--- src/rtl/uart_tx_sched_if.sv ---
// Producer-side valid/ready bus and uart_tx control lines for the shared serializer scheduler.
interface uart_tx_sched_if #(
  parameter int N_REQ = 4
) ();
  logic [N_REQ-1:0]   req_valid;
  logic [8*N_REQ-1:0] req_data;
  logic [N_REQ-1:0]   req_ready;
  logic               tx_dv;
  logic [7:0]         tx_byte;
  logic               tx_active;
  logic               tx_done;

  modport slave (
    input  req_valid, req_data, tx_active, tx_done,
    output req_ready, tx_dv, tx_byte
  );

  modport master (
    output req_valid, req_data, tx_active, tx_done,
    input  req_ready, tx_dv, tx_byte
  );
endinterface

--- src/rtl/uart_tx_sched.sv ---
// Round-robin scheduler sharing one uart_tx among N_REQ byte producers.
// Every output is registered; winner selection and next-state logic are combinational.
module uart_tx_sched #(
  parameter int N_REQ        = 4,
  parameter int CLKS_PER_BIT = 87,
  parameter int TIMEOUT_CLKS = 1024,
  parameter int GAP_CLKS     = 2
) (
  input  logic                     clk,
  input  logic                     rst_n,
  uart_tx_sched_if.slave           bus,
  output logic [$clog2(N_REQ)-1:0] grant_id_o,
  output logic                     busy_o,
  output logic                     timeout_err_o
);
  localparam int IW = $clog2(N_REQ);
  localparam int CW = $clog2(TIMEOUT_CLKS);
  localparam int GW = (GAP_CLKS > 0) ? $clog2(GAP_CLKS + 1) : 1;
  localparam logic [CW-1:0] TO_LAST  = CW'(TIMEOUT_CLKS - 1);
  localparam logic [GW-1:0] GAP_LAST = GW'((GAP_CLKS > 0) ? GAP_CLKS - 1 : 0);

  if (N_REQ < 2 || N_REQ > 8) begin : g_bad_nreq
    $error("uart_tx_sched: N_REQ must be in 2..8");
  end
  if (TIMEOUT_CLKS <= 10 * CLKS_PER_BIT) begin : g_bad_timeout
    $error("uart_tx_sched: TIMEOUT_CLKS must exceed one frame time");
  end

  typedef enum logic [1:0] {S_IDLE, S_LAUNCH, S_WAIT, S_GAP} state_t;

  state_t           state_q, state_d;
  logic [IW-1:0]    ptr_q, ptr_d, grant_q, grant_d;
  logic [CW-1:0]    cnt_q, cnt_d, cnt_inc;
  logic [GW-1:0]    gap_q, gap_d;
  logic [N_REQ-1:0] ready_q, ready_d;
  logic             dv_q, dv_d, busy_q, busy_d, terr_q, terr_d;
  logic [7:0]       byte_q, byte_d, win_byte;
  logic [IW-1:0]    win, ptr_nxt;
  logic             found;

  // Winner: first valid index at or above ptr, otherwise the lowest valid index (wrap-around).
  always_comb begin
    found    = 1'b0;
    win      = '0;
    win_byte = '0;
    for (int j = 0; j < N_REQ; j++) begin
      if (!found && bus.req_valid[j] && (IW'(j) >= ptr_q)) begin
        found    = 1'b1;
        win      = IW'(j);
        win_byte = bus.req_data[8*j +: 8];
      end
    end
    for (int j = 0; j < N_REQ; j++) begin
      if (!found && bus.req_valid[j]) begin
        found    = 1'b1;
        win      = IW'(j);
        win_byte = bus.req_data[8*j +: 8];
      end
    end
    ptr_nxt = (win == IW'(N_REQ - 1)) ? '0 : win + 1'b1;
    cnt_inc = cnt_q + 1'b1;
  end

  always_ff @(posedge clk or negedge rst_n) begin
    if (!rst_n) begin
      state_q <= S_IDLE;
      ptr_q   <= '0;
      grant_q <= '0;
      cnt_q   <= '0;
      gap_q   <= '0;
      ready_q <= '0;
      dv_q    <= 1'b0;
      byte_q  <= '0;
      busy_q  <= 1'b0;
      terr_q  <= 1'b0;
    end else begin
      state_q <= state_d;
      ptr_q   <= ptr_d;
      grant_q <= grant_d;
      cnt_q   <= cnt_d;
      gap_q   <= gap_d;
      ready_q <= ready_d;
      dv_q    <= dv_d;
      byte_q  <= byte_d;
      busy_q  <= busy_d;
      terr_q  <= terr_d;
    end
  end

  always_comb begin
    state_d = state_q;
    case (state_q)
      S_IDLE:   if (!bus.tx_active && found) state_d = S_LAUNCH;
      S_LAUNCH: state_d = S_WAIT;
      S_WAIT: begin
        if (bus.tx_done)             state_d = (GAP_CLKS == 0) ? S_IDLE : S_GAP;
        else if (cnt_inc == TO_LAST) state_d = S_IDLE;
      end
      S_GAP:    if (gap_q == GAP_LAST) state_d = S_IDLE;
      default:  state_d = S_IDLE;
    endcase
  end

  // Outputs are computed for the next cycle, so ready/dv are high exactly while in LAUNCH
  // and timeout_err lands TIMEOUT_CLKS cycles after LAUNCH, together with the return to IDLE.
  always_comb begin
    ready_d = '0;
    dv_d    = 1'b0;
    terr_d  = 1'b0;
    byte_d  = byte_q;
    grant_d = grant_q;
    ptr_d   = ptr_q;
    cnt_d   = cnt_q;
    gap_d   = gap_q;
    busy_d  = (state_d != S_IDLE);
    case (state_q)
      S_IDLE: begin
        if (state_d == S_LAUNCH) begin
          byte_d       = win_byte;
          grant_d      = win;
          ptr_d        = ptr_nxt;
          ready_d[win] = 1'b1;
          dv_d         = 1'b1;
        end
      end
      S_LAUNCH: cnt_d = '0;
      S_WAIT: begin
        cnt_d = cnt_inc;
        gap_d = '0;
        if (!bus.tx_done && (cnt_inc == TO_LAST)) terr_d = 1'b1;
      end
      S_GAP:   if (gap_q != GAP_LAST) gap_d = gap_q + 1'b1;
      default: ;
    endcase
  end

  assign bus.req_ready = ready_q;
  assign bus.tx_dv     = dv_q;
  assign bus.tx_byte   = byte_q;
  assign grant_id_o    = grant_q;
  assign busy_o        = busy_q;
  assign timeout_err_o = terr_q;
endmodule

--- src/flat_wrapper.sv ---
// flat-port wrapper written by rule: the top's interface ports become plain ports
module uart_tx_sched_flat 
#(
  parameter int N_REQ        = 4,
  parameter int CLKS_PER_BIT = 87,
  parameter int TIMEOUT_CLKS = 1024,
  parameter int GAP_CLKS     = 2
)
  (clk, rst_n, grant_id_o, busy_o, timeout_err_o, bus_req_valid, bus_req_data, bus_tx_active, bus_tx_done, bus_req_ready, bus_tx_dv, bus_tx_byte);
  uart_tx_sched_if #(.N_REQ(N_REQ)) bus_i ();
  input  logic clk;
  input  logic rst_n;
  output logic [$clog2(N_REQ)-1:0] grant_id_o;
  output logic busy_o;
  output logic timeout_err_o;
  input wire logic [$bits(bus_i.req_valid)-1:0] bus_req_valid;
  input wire logic [$bits(bus_i.req_data)-1:0] bus_req_data;
  input wire logic [$bits(bus_i.tx_active)-1:0] bus_tx_active;
  input wire logic [$bits(bus_i.tx_done)-1:0] bus_tx_done;
  output wire logic [$bits(bus_i.req_ready)-1:0] bus_req_ready;
  output wire logic [$bits(bus_i.tx_dv)-1:0] bus_tx_dv;
  output wire logic [$bits(bus_i.tx_byte)-1:0] bus_tx_byte;
  assign bus_i.req_valid = bus_req_valid;
  assign bus_i.req_data = bus_req_data;
  assign bus_i.tx_active = bus_tx_active;
  assign bus_i.tx_done = bus_tx_done;
  assign bus_req_ready = bus_i.req_ready;
  assign bus_tx_dv = bus_i.tx_dv;
  assign bus_tx_byte = bus_i.tx_byte;
  uart_tx_sched #(.N_REQ(N_REQ), .CLKS_PER_BIT(CLKS_PER_BIT), .TIMEOUT_CLKS(TIMEOUT_CLKS), .GAP_CLKS(GAP_CLKS)) u_core (.clk(clk), .rst_n(rst_n), .bus(bus_i), .grant_id_o(grant_id_o), .busy_o(busy_o), .timeout_err_o(timeout_err_o));
endmodule
--- config.mk ---
export PLATFORM = sky130hd
export DESIGN_NAME = uart_tx_sched_flat
export DESIGN_NICKNAME = d
export VERILOG_FILES = /design/src/rtl/uart_tx_sched_if.sv /design/src/rtl/uart_tx_sched.sv /design/src/flat_wrapper.sv
export SDC_FILE = /design/constraint.sdc
export NUM_CORES = 1
export LEC_CHECK = 0
export BUFFER_PORTS_ARGS = -buffer_cell sky130_fd_sc_hd__buf_2
export CAP_MARGIN = 0
export CORE_MARGIN = 1.5
export CORE_UTILIZATION = 37
export CTS_CLUSTER_DIAMETER = 80
export DETAILED_ROUTE_END_ITERATION = 10
export SYNTH_ARGS = -nofsm -noshare
export SYNTH_HDL_FRONTEND = slang
export SYNTH_SLANG_ARGS = --single-unit
--- constraint.sdc ---
create_clock -name clk -period 4 [get_ports clk]
set_input_delay 0.4 -clock clk [delete_from_list [all_inputs] [get_ports clk]]
set_output_delay 0.4 -clock clk [all_outputs]
set_load 0.05 [all_outputs]
==> results.cfg <==
[global_route]
gr-usage-met1_pct = 23.96
grt.busiest_layer = met2
grtUsageMet2_pct = 31.49
grtUsageMet3_pct = 4.280
grt_use_total_pct = 18.57
grt_max_degree = 34
antenna_found_initial = 1
grt_pass1_vias = 2231
grt_pass1_wl_mm = 10.66
grt.overflow.total = 0

[critical_path]
worstSetupPathType = flop to flop
cp_num_buf_inv = 1
r2r-start = u_core.state_q[1]
crit_slowest_cell = o21ai_4
startpoint = u_core.state_q[1]
r2r_cells = 7
cp_top_family = compound AO/OA/AOI/OAI gates
cp.required_ns = 4.18
slowest_delay_ns = 0.48
cp_cell_sequence = inv_1, ha_1, nand2b_1, o21ai_4, mux2_2, a211oi_1, a21oi_1
rrSetupSlack_ns = 1.70
cp_max_fo = 18
cp.arrival_ns = 2.48
end_kind = flop
critPathLaunchType = flop
rr_endpoint = u_core.bus.tx_byte[4]

[die]
die_y_microns = 84.85
start_util_pct = 38.59
dieArea_sq_mm = 0.007199
core.rowCount = 29
core_area_sq_mm = 0.006422
io_pins = 57
die_x_microns = 84.85

[synth]
synth_area_per_cell_sq_um = 8.821
seq_area_frac_synth_pct = 33.32
syn_nets = 332
ys_warn_count = 0
synth_ff_type = dfrtp_1
synth_cell_types = 50
synth.area.top_cells = dfrtp_1 33%, ha_1 5.6%, a21oi_1 4.8%
async_reset_ff_share_pct = 100.0
ys_ff_latch = 33
synth_edf_count = 0
postSynthCellCount = 281
post-synth-top-area-cell = dfrtp_1
syn_area_sq_mm = 0.002479
yosysTopAreaCellShare_pct = 33.32

[clock_network]
clock-root-buffer = clkbuf_8
htreeDepth = 2
cts-buffers-inserted = 5
hold_buffers = 0
max-clock-path-buffers = 2
postCtsSetupRepairBufs = 0
cts_tree = built
clkSinkCount = 33
insertion_delay_ns = 0.30
cts_resized = 0
clk_pin_slew_ns = 0.09

[placed_design]
io_buffer_count = 56
dp_cells = 400
gp_congestion = 0.8161
pre_cts_slack_ns = 1.691
place_area_sq_mm = 0.002795
hpwl_mm = 4.587

[sta]
layout_min_cycle_time_ns = 2.297
fin_crit_sh_pct = 57.42
fin_skew_ns = 0.01361
setup_violations = 0
hold_ws_ns = 0.1700
tightest_slew_ns = 0.7826
fin_ws_ns = 1.703
rsz0062_at_grt = false
hold_viol = 0
slew_viol_final = 0
max_freq_ghz = 0.4354
max_slew_margin_pct = 47.83
fin_setup_tns_ns = 0

[final_layout]
post-route-cell-area_sq_mm = 0.002910
area_growth_pct = 17.42
layout_common_cells = 56 x buf_2, 33 x dfrtp_1, 24 x a21oi_1, 22 x inv_1, 21 x nand2_1
final_common_cell = buf_2
n_antenna_cell = 0
final_util_pct = 45.31
post_layout_nonfiller_instances = 408
layout-drive-gt1-share_pct = 25.08
nets = 381

[drt]
viasPerCell = 5.591
drt_first_pass_iters = 7
wl_mm = 6.386
drc = 7
num_vias = 2281
wl_per_cell_microns = 15.65
ant_nets = 0
drt_iter0_drc = 125

[power]
irDropWorstVdd_uv = 293.0
p_total_mw = 1.847
p_leak_nw = 1.395
power_density_mw_per_mm2 = 634.5

[status]
violations = design-rule violations
status = complete, but fails checks

[job]
maxCapViolations = 0

[hold_path]
hold_class = input port to async pin
==> Yosys cell counts (3+ instances only) <==
cell type  number
dfrtp_1        33
a21oi_1        24
inv_1          22
nand2_1        21
o21ai_0        13
nand2b_1       12
ha_1           11
nor2_1         11
a31oi_1        10
mux2i_1        10
mux2_2          9
a211oi_1        8
and3_1          8
and3b_1         8
clkbuf_1        8
o32ai_1         8
and2_1          6
nand3_1         6
buf_2           4
nand3b_1        4
o31ai_1         4
nor3_1          3
==> sequential cells by signal, indices dropped and copies added (netlist names) <==
name / flops
u_core.bus.req_ready: 4
u_core.ptr_q: 2
u_core.timeout_err_o: 1
u_core.bus.tx_byte: 8
u_core.state_q: 2
u_core.cnt_q: 10
u_core.bus.tx_dv: 1
u_core.gap_q: 2
u_core.grant_id_o: 2
u_core.busy_o: 1
==> power by group <==
group          switching, mW  internal, mW  total (mW)
combinational          0.635         0.361       0.996
sequential            0.0969         0.421       0.518
clock                  0.146         0.187       0.333
==> routing by layer <==
layer / vias to the layer above / share of wire, %
li1: 1128 / -
met1: 1085 / 46
met2: 60 / 48
met3: 6 / 5.0
met4: 2 / 0.69
met5: - / 0.16
==> cell families after synthesis <==
logic type / Yosys count / synth area share, %
AO/OA/AOI/OAI: 88 / 24.69
XOR/XNOR: 2 / 0.7068
adder cells (fa/ha/maj): 11 / 5.553
buffers and inverters: 36 / 5.755
flip-flops: 33 / 33.32
multiplexers: 19 / 8.127
AND/OR/NAND/NOR: 92 / 21.86
==> worst max path at each step <==
stage / to / depth (start not counted)
4_1_cts: u_core.bus.tx_byte[0] / 7
3_3_place_gp: u_core.bus.tx_byte[1] / 7
5_1_grt: u_core.bus.tx_byte[5] / 7
2_1_floorplan: u_core.bus.tx_byte[0] / 7
6_report: u_core.bus.tx_byte[4] / 7
3_5_place_dp: u_core.bus.tx_byte[1] / 7
==> area by class of cell <==
cell class | count | area, sq um
Tap cell | 77 | 96.34
Clock buffer | 5 | 68.82
Fill cell | 632 | 3512
Clock inverter | 3 | 46.29
Timing Repair Buffer | 56 | 280.3
Multi-Input combinational cell | 212 | 1510
Inverter | 22 | 82.58
Sequential cell | 33 | 825.8
Note: power is estimated with default switching activity, not from simulation.
